File: src/rtl/z_scan_ctrl.sv
// z_scan_ctrl: steps decoder code V across [FIRST, LAST], holds each code DWELL cycles,
// samples Z and accumulates per-scan statistics (last, sum, max and the code that produced it).
module z_scan_ctrl #(
    parameter int         DWELL = 4,
    parameter logic [3:0] FIRST = 4'd0,
    parameter logic [3:0] LAST  = 4'd15
) (
    input  logic       clk,
    input  logic       rst,
    input  logic       start,
    input  logic       step_mode,
    input  logic       step,
    input  logic [2:0] Z,
    output logic [3:0] V,
    output logic       busy,
    output logic       cap_valid,
    output logic [2:0] z_cap,
    output logic [6:0] z_sum,
    output logic [2:0] z_max,
    output logic [3:0] v_at_max,
    output logic       done
);
    typedef enum logic [2:0] {IDLE, SETTLE, CAPTURE, WAIT, DONE} state_t;
    localparam logic [7:0] RELOAD = 8'(DWELL - 1);
    state_t     state;
    logic [7:0] count;
    logic [3:0] v_next;
    // saturate at LAST so the code never wraps
    assign v_next = (V < LAST) ? V + 4'd1 : V;
    always_ff @(posedge clk) begin
        if (rst) begin
            state     <= IDLE;
            V         <= FIRST;
            count     <= 8'd0;
            busy      <= 1'b0;
            cap_valid <= 1'b0;
            z_cap     <= 3'd0;
            z_sum     <= 7'd0;
            z_max     <= 3'd0;
            v_at_max  <= FIRST;
            done      <= 1'b0;
        end else begin
            cap_valid <= 1'b0;
            done      <= 1'b0;
            case (state)
                IDLE: if (start) begin
                    V        <= FIRST;
                    z_sum    <= 7'd0;
                    z_max    <= 3'd0;
                    v_at_max <= FIRST;
                    count    <= RELOAD;
                    busy     <= 1'b1;
                    state    <= SETTLE;
                end
                SETTLE: begin
                    if (count == 8'd0) state <= CAPTURE;
                    else count <= count - 8'd1;
                end
                CAPTURE: begin
                    z_cap     <= Z;
                    cap_valid <= 1'b1;
                    z_sum     <= z_sum + 7'(Z);
                    // strict compare keeps the earliest code on ties
                    if (Z > z_max) begin
                        z_max    <= Z;
                        v_at_max <= V;
                    end
                    if (V == LAST) begin
                        busy  <= 1'b0;
                        done  <= 1'b1;
                        state <= DONE;
                    end else if (step_mode) begin
                        state <= WAIT;
                    end else begin
                        V     <= v_next;
                        count <= RELOAD;
                        state <= SETTLE;
                    end
                end
                WAIT: if (step || !step_mode) begin
                    V     <= v_next;
                    count <= RELOAD;
                    state <= SETTLE;
                end
                DONE: state <= IDLE;
                default: begin
                    busy  <= 1'b0;
                    state <= IDLE;
                end
            endcase
        end
    end
endmodule

File: config.mk
export PLATFORM = sky130hd
export DESIGN_NAME = z_scan_ctrl
export DESIGN_NICKNAME = d
export VERILOG_FILES = /design/src/rtl/z_scan_ctrl.sv
export SDC_FILE = /design/constraint.sdc
export NUM_CORES = 1
export LEC_CHECK = 0
export ABC_CLOCK_PERIOD_IN_PS = 4000
export CORE_MARGIN = 1
export CORE_UTILIZATION = 27
export CTS_BUF_LIST = sky130_fd_sc_hd__clkbuf_4
export CTS_CLUSTER_SIZE = 30
export DETAILED_ROUTE_END_ITERATION = 12
export PLACE_DENSITY_LB_ADDON = 0.25
export SLEW_MARGIN = 20
export SYNTH_ARGS = -nofsm -noshare
export SYNTH_HDL_FRONTEND = slang
export SYNTH_SLANG_ARGS = --single-unit
File: constraint.sdc
create_clock -name clk -period 4 [get_ports clk]
set_input_delay 0.8 -clock clk [delete_from_list [all_inputs] [get_ports clk]]
set_output_delay 0.8 -clock clk [all_outputs]
set_load 0.05 [all_outputs]
After elaboration in Yosys (flattened, before gate mapping)
Index checks and enable logic that the tools add are counted.

word-level totals
  word-level logic and storage cells = 75
  flip-flop bits (word level) = 35
  output and inout port bits = 24
  bits of input ports = 8

operators by class
  eq/ne operators = 13
  magnitude comparators = 2
  bitwise logic cells = 2
  add/subtract/negate cells = 3
  multiplexer cells = 30
  reductions and logical operators = 15

operator list
  operator               number
  $mux W8                5
  $pmux W8 S4            1
  $mux W4                6
  $mux W3                6
  $ne A2 B2 Y1 const B   8
  $pmux W7 S2            1
  $pmux W3 S4            1
  $pmux W4 S3            1
  $reduce_and A3 Y1      3
  $logic_not A8 Y1       1
  $pmux W4 S2            1
  $sub A8 B1 Y8 const B  1
  $add A7 B3 Y7          1
  $mux W7                1
  $eq A3 B2 Y1 const B   2
  $pmux W3 S2            1
  $reduce_and A6 Y1      1
  $reduce_and A5 Y1      1
  $add A4 B1 Y4 const B  1
  $eq A4 B4 Y1 const B   1
  $lt A4 B4 Y1 const B   1
  $mux W1                4
  $reduce_bool A4 Y1     1
  $eq A3 B1 Y1 const B   1
  13 further kinds       14

Logic depth before layout (Yosys ltp)
Gate-level depths: netlist (run 1).

  depth after elaboration = 5
  mapped depth = 7
  mapped depth without buffers = 7

Worst setup path before layout (run 1)
No wires, ideal clock.

  kind = input to register
  start = in Z[0]
  end = reg z_sum[6]
  slack = 1.845 ns
  data arrival time = 2.041 ns
  required time = 3.886 ns
  stages on the path = 7
  path buffers = 0
  setup time = 0.114 ns
  cells stage by stage = ha_1 -> inv_1 -> fa_1 -> nor2b_1 -> o2111ai_1 -> a22o_1 -> a21o_1

between the ends
  word-level cells in the longest chain between the ends = 2

RTL lines
  element                 line  source
  start: declaration      13    input logic [2:0] Z,
  $add A7 B3 Y7           62    z_sum <= z_sum + 7'(Z);
  $pmux W7 S2             45    case (state)
  end signal: assignment  62
  end: declaration        18    output logic [6:0] z_sum,

No other way between the ends.
A chain may end at the register's enable or synchronous reset.

==> flow_metrics.env, run 1 <==
export IMPL_layout_setup_ws_ns=1.48
export IMPL_internal_power_uw=673
export IMPL_required_ns=4.28
export IMPL_status="finished clean"
export IMPL_post_cts_buffers=0
export IMPL_r2r_start="count[0]$_SDFFE_PP0P_"
export IMPL_root_buffer="clkbuf_4"
export IMPL_grt_pass1_wl_um=8370
export IMPL_drc_errors=0
export IMPL_drive_above_1_share_pct=7.66
export IMPL_yosys_area_top_type_share_pct=35.7
export IMPL_worstMarginPinSlew_ns=0.795
export IMPL_drtPass1Iterations=4
export IMPL_crit_type="in -> reg"
export IMPL_startpoint_type="primary input"
export IMPL_nFillCells=745
export IMPL_cts_clk_slew_worst_paths_ns=0.13
export IMPL_drt_wl_total_um=4940
export IMPL_power_density_nw_per_um2=460
export IMPL_netSwitchingFraction_pct=39.9
export IMPL_rsz0062_at_grt="false"
export IMPL_power_uw=1120
export IMPL_dpl_cell_area_um2=2350
export IMPL_clock_latency_ns=0.37
export IMPL_synth_area_leaders="dfxtp_1, ha_1, a21oi_1, nand2_1, nor2_1"
export IMPL_vias=1798
export IMPL_ys_flop_type="dfxtp_1"
export IMPL_p_leak_uw=0.000851
export IMPL_hold_slack_ns=0.467
export IMPL_grtUsageTotal_pct=14.3
export IMPL_period_minus_slack_ns=2.52
export IMPL_seqPwrFrac_pct=39.0
export IMPL_p_sw_uw=447
export IMPL_die_x_um=87.2
export IMPL_grt_pass1_vias=1695
export IMPL_yosys_warnings=0
export IMPL_p_clk_share_pct=24.3
export IMPL_synth_edf_count=0
export IMPL_setup_viol=0
export IMPL_whs_path_depth=2
export IMPL_cp_end_kind="flop"
export IMPL_r2r_end="count[3]$_SDFFE_PP0P_"
export IMPL_hold_start="z_cap[2]$_SDFFE_PP0N_"
export IMPL_fp_row_count=30
export IMPL_top_level_ports=32
export IMPL_rrSetupSlack_ns=1.98
export IMPL_max_cap_violations=0
export IMPL_finClkSkew_ns=0.0165
export IMPL_gr_total_overflow=0
export IMPL_comb_power_share_pct=36.8
export IMPL_ant_nets=0
export IMPL_cts_max_level=2
export IMPL_cts_sinks=35
export IMPL_max_slew_margin_pct=46.8
export IMPL_start_util_pct=28.4
export IMPL_ys_seq_area_share_pct=35.7
export IMPL_slew_violations=0
export IMPL_drtIter0Drc=85
export IMPL_drt_vias_per_instance=5.04
export IMPL_final_nets=278
export IMPL_die_y_um=87.2
export IMPL_post_place_ws_ns=1.08
export IMPL_synth_area_um2=1960
export IMPL_critPathMaxFanout=20
export IMPL_synthDistinctLibCells=55
export IMPL_synth_area_leader_cell="dfxtp_1"
export IMPL_numCtsBuffers=5
export IMPL_ys_seq_elements=35
export IMPL_synth_most_common_cell="dfxtp_1"
export IMPL_synthCells=232
export IMPL_routedWlPerCell_um=13.8
export IMPL_holdPathEnd="z_cap[2]$_SDFFE_PP0N_"
export IMPL_place_gp_congestion=0.777
export IMPL_critical_path_arrival_ns=2.80
export IMPL_crit_start="rst"
export IMPL_diodes=0
export IMPL_fmax_mhz=398
export IMPL_tritoncts="built"
export IMPL_tns_ns=0
export IMPL_hold_viol_final=0
export IMPL_dp_hpwl_um=3530
export IMPL_synth_common_cells="dfxtp_1, nand2_1, a21oi_1, nor2_1, inv_1"
export IMPL_grt_antenna_before_repair=0
export IMPL_fin_area_um2=2430
export IMPL_reg2reg_depth=6
export IMPL_grt_max_degree=21
export IMPL_area_delta_synth_final_pct=24.1
export IMPL_synth_nets=250
export IMPL_fin_crit_sh_pct=62.9
export IMPL_cts_buffer_depth=2
export IMPL_die_area_um2=7610
export IMPL_hp_class="reg -> reg"
export IMPL_cts_resized=0
export IMPL_design_core_area_um2=6910
export IMPL_peakVddDrop_v=0.000114
export IMPL_synth_area_per_cell_um2=8.45
export IMPL_async_flop_share_pct=0
export IMPL_port_buffer_count=31
export IMPL_cts_hold_buf=0
## routing by layer
metal / global-route usage (%) / wire length, µm / vias up
met4: 4.92 / 76 / 0
met5: 0 / 0 / -
met2: 23.1 / 2290 / 25
met1: 18.5 / 2440 / 853
met3: 3.41 / 134 / 5
li1: - / - / 915
## registers in the layout, indices dropped and copies added (netlist names)
register and flops:
V 4, busy 1, cap_valid 1, count 8, done 1, state 3
v_at_max 4, z_cap 3, z_max 3, z_sum 7
## worst max-delay path by stage
stage,endpoint,cells past startpoint
5_1_grt,z_max[0]$_SDFFE_PP0P_,7
6_report,V[3]$_SDFFE_PP0P_,5
4_1_cts,z_max[0]$_SDFFE_PP0P_,7
3_5_place_dp,z_max[0]$_SDFFE_PP0P_,7
3_3_place_gp,z_max[1]$_SDFFE_PP0P_,7
2_1_floorplan,z_sum[6]$_SDFFE_PP0P_,7
## logic make-up (layout without fill, tap and decap cells)
family / after synthesis / after routing / synth area share [%]
buf+inv: 25 / 54 / 5.55
simple gates: 89 / 89 / 24.8
mux: 5 / 5 / 2.74
fa+ha+maj: 10 / 10 / 6.76
compound gates: 67 / 67 / 24.0
xor+xnor: 1 / 1 / 0.447
flops: 35 / 35 / 35.7
## cells in the final DEF, fill, tap and decap left out, drive strengths merged, types with 2 or more instances in the layout
cell type      netlist  layout
nor2                19      19
inv                 13      13
clkbuf               5       5
a31oi                4       4
nor3                 6       6
o221ai               4       4
clkdlybuf4s50        0      31
nor2b                6       6
clkinv               0       2
mux2                 3       3
nand3               11      11
dfxtp               35      35
nor4                 5       5
a22oi                2       2
buf                  7       2
or3b                 3       3
o21ai                5       5
ha                   9       9
a41oi                2       2
mux2i                2       2
nand3b               2       2
a22o                 2       2
a211oi               4       4
o32ai                4       4
a21o                 3       3
a21oi               19      19
o21a                 2       2
o31ai                5       5
nand2               23      23
nor3b                4       4
and2                 2       2
## cell type report
cell class	instances	area [µm²]	area share (%)
Timing Repair Buffer	33	325	13.4
Clock buffer	5	37.5	1.54
Inverter	13	48.8	2.01
Tap cell	96	120	4.94
Clock inverter	3	43.8	1.80
Multi-Input combinational cell	172	1160	47.5
Sequential cell	35	701	28.8
## stage by stage
| step | instances | util [%] |
|---|---|---|
| final | 357 | 35.2 |
| after floorplan | 232 | - |
| after CTS | 357 | 35.2 |
| after detailed placement | 349 | 34.0 |
| after global routing | 357 | 35.2 |
| after global placement | 349 | 34.0 |
## power by group through the flow
stage	combinational (µW)	sequential, µW	clock, µW
global route	454	445	290
CTS	413	437	278
detailed placement	412	444	0
floorplan	278	470	0
global placement	408	444	0
finish	412	436	272
## worst max-delay path, stage by stage
cell             delay, ns
clkdlybuf4s50_1       0.82
or3b_2                0.66
a21oi_1               0.13
nand2_1               0.11
o32ai_1               0.28
Power figures use the tool's default switching activity.
==> run 2, diff against run 1 <==
Settings changed: ABC_CLOCK_PERIOD_IN_PS 4000 to 2500.
Clock period 4 ns to 2.5 ns, I/O delays scaled along.
==> flow_metrics.env, run 2 (synthesis results as in run 1) <==
export IMPL_max_slew_margin_pct=61.4
export IMPL_fin_area_um2=2420
export IMPL_cts_resized=0
export IMPL_drt_wl_total_um=5000
export IMPL_whs_path_depth=2
export IMPL_port_buffer_count=31
export IMPL_r2r_start="count[0]$_SDFFE_PP0P_"
export IMPL_power_uw=1700
export IMPL_hold_start="z_cap[1]$_SDFFE_PP0N_"
export IMPL_worstPathBufferInverterCount=1
export IMPL_grtUsageTotal_pct=14.2
export IMPL_cpMaxStageDelayCell="clkdlybuf4s50_1"
export IMPL_final_common_cell="dfxtp_1"
export IMPL_hold_viol_final=0
export IMPL_grt_max_degree=24
export IMPL_drive_above_1_share_pct=8.37
export IMPL_die_area_um2=7610
export IMPL_die_y_um=87.2
export IMPL_cts_hold_buf=0
export IMPL_crit_type="reg -> out"
export IMPL_dr_wl_met2_um=2150
export IMPL_setup_viol=0
export IMPL_tritoncts="built"
export IMPL_die_x_um=87.2
export IMPL_peakVddDrop_v=0.000211
export IMPL_finClkSkew_ns=0.00760
export IMPL_startpoint_type="flop"
export IMPL_fin_crit_sh_pct=85.6
export IMPL_post_cts_buffers=0
export IMPL_place_gp_congestion=0.769
export IMPL_grt_pass1_vias=1647
export IMPL_vias=1823
export IMPL_path_delay_family="buffers and inverters"
export IMPL_critPathMaxFanout=5
export IMPL_dpl_cell_area_um2=2370
export IMPL_largest_reg_flops=8
export IMPL_p_leak_uw=0.000843
export IMPL_status="finished clean"
export IMPL_root_buffer="clkbuf_4"
export IMPL_max_cap_violations=0
export IMPL_design_core_area_um2=6910
export IMPL_routedWlPerCell_um=13.9
export IMPL_period_minus_slack_ns=2.14
export IMPL_tns_ns=0
export IMPL_drc_errors=0
export IMPL_crit_chain="clkdlybuf4s50_1"
export IMPL_regMostFlops="count"
export IMPL_reg_largest_list="count: 8 flops, z_sum: 7 flops"
export IMPL_reg2reg_depth=6
export IMPL_critical_path_arrival_ns=1.64
export IMPL_cpPeakStageDelay_ns=0.84
export IMPL_holdPathEnd="z_cap[1]$_SDFFE_PP0N_"
export IMPL_dp_hpwl_um=3600
export IMPL_numCtsBuffers=5
export IMPL_grt_pass1_wl_um=8330
export IMPL_rsz0062_at_grt="false"
export IMPL_dp_cells=351
export IMPL_met1Wirelength_um=2590
export IMPL_top_layer="met4"
export IMPL_wl_met3_um=179
export IMPL_top_level_ports=32
export IMPL_slew_violations=0
export IMPL_most_common_layout_cells="dfxtp_1, clkdlybuf4s50_1, nand2_1, nor2_1, a21oi_1"
export IMPL_required_ns=2.00
export IMPL_ant_nets=0
export IMPL_gr_total_overflow=0
export IMPL_cts_max_level=2
export IMPL_worstMarginPinSlew_ns=0.564
export IMPL_drtPass1Iterations=5
export IMPL_area_delta_synth_final_pct=23.6
export IMPL_start_util_pct=28.4
export IMPL_fp_row_count=30
export IMPL_clock_latency_ns=0.35
export IMPL_fmax_mhz=467
export IMPL_grt_antenna_before_repair=0
export IMPL_power_density_nw_per_um2=699
export IMPL_instances_no_fill=359
export IMPL_drtIter0Drc=89
export IMPL_hp_class="reg -> reg"
export IMPL_hold_slack_ns=0.464
export IMPL_rrSetupSlack_ns=0.56
export IMPL_cp_end_kind="output port"
export IMPL_final_nets=280
export IMPL_r2r_end="count[3]$_SDFFE_PP0P_"
export IMPL_drt_vias_per_instance=5.08
export IMPL_diodes=0
export IMPL_cts_buffer_depth=2
export IMPL_cts_clk_slew_worst_paths_ns=0.12
export IMPL_cts_sinks=35
==> run 2: changes by cell type in the layout (fill, tap and decap cells not counted), sizes merged <==
cell      before  now
buf            2    4
bufinv         1    0
clkinvlp       0    2
clkinv         2    1
==> run 2: cell type report <==
class | instances | area [µm²]
Clock buffer | 5 | 37.5
Clock inverter | 3 | 20.0
Fill cell | 754 | 4480
Inverter | 13 | 48.8
Multi-Input combinational cell | 172 | 1160
Sequential cell | 35 | 701
Tap cell | 96 | 120
Timing Repair Buffer | 35 | 340
==> run 2: worst max-delay path by stage <==
| stage | to | startpoint | depth (start not counted) | slack, ns |
|---|---|---|---|---|
| floorplan | z_sum[6]$_SDFFE_PP0P_ | z_sum[0]$_SDFFE_PP0P_ | 7 | 0.40 |
| global placement | z_sum[6]$_SDFFE_PP0P_ | Z[0] | 8 | 0.08 |
| detailed placement | z_sum[6]$_SDFFE_PP0P_ | Z[0] | 8 | 0.04 |
| CTS | V[2] | V[2]$_SDFFE_PP0P_ | 1 | 0.35 |
| global route | V[2] | V[2]$_SDFFE_PP0P_ | 1 | 0.28 |
| finish | V[0] | V[0]$_SDFFE_PP0P_ | 1 | 0.36 |
==> run 2: metrics by stage <==
stage | utilization, % | setup slack [ns]
floorplan | - | 0.402
global placement | 34.3 | 0.0814
detailed placement | 34.3 | 0.0400
CTS | 35.1 | 0.346
global route | 35.1 | 0.281
finish | 35.1 | 0.359
==> run 2: per-layer routing <==
metal / global-route usage, % / up-vias
met5: 0 / -
met4: 5.37 / 0
met1: 19.9 / 852
li1: - / 931
met3: 3.13 / 6
met2: 21.1 / 34
==> run 2: where the power goes <==
| part | total, µW | leakage (µW) | internal, µW | switching, µW |
|---|---|---|---|---|
| registers | 697 | 0.000284 | 612 | 84.7 |
| clock network | 327 | 0.0000272 | 107 | 219 |
| logic | 671 | 0.000531 | 258 | 413 |
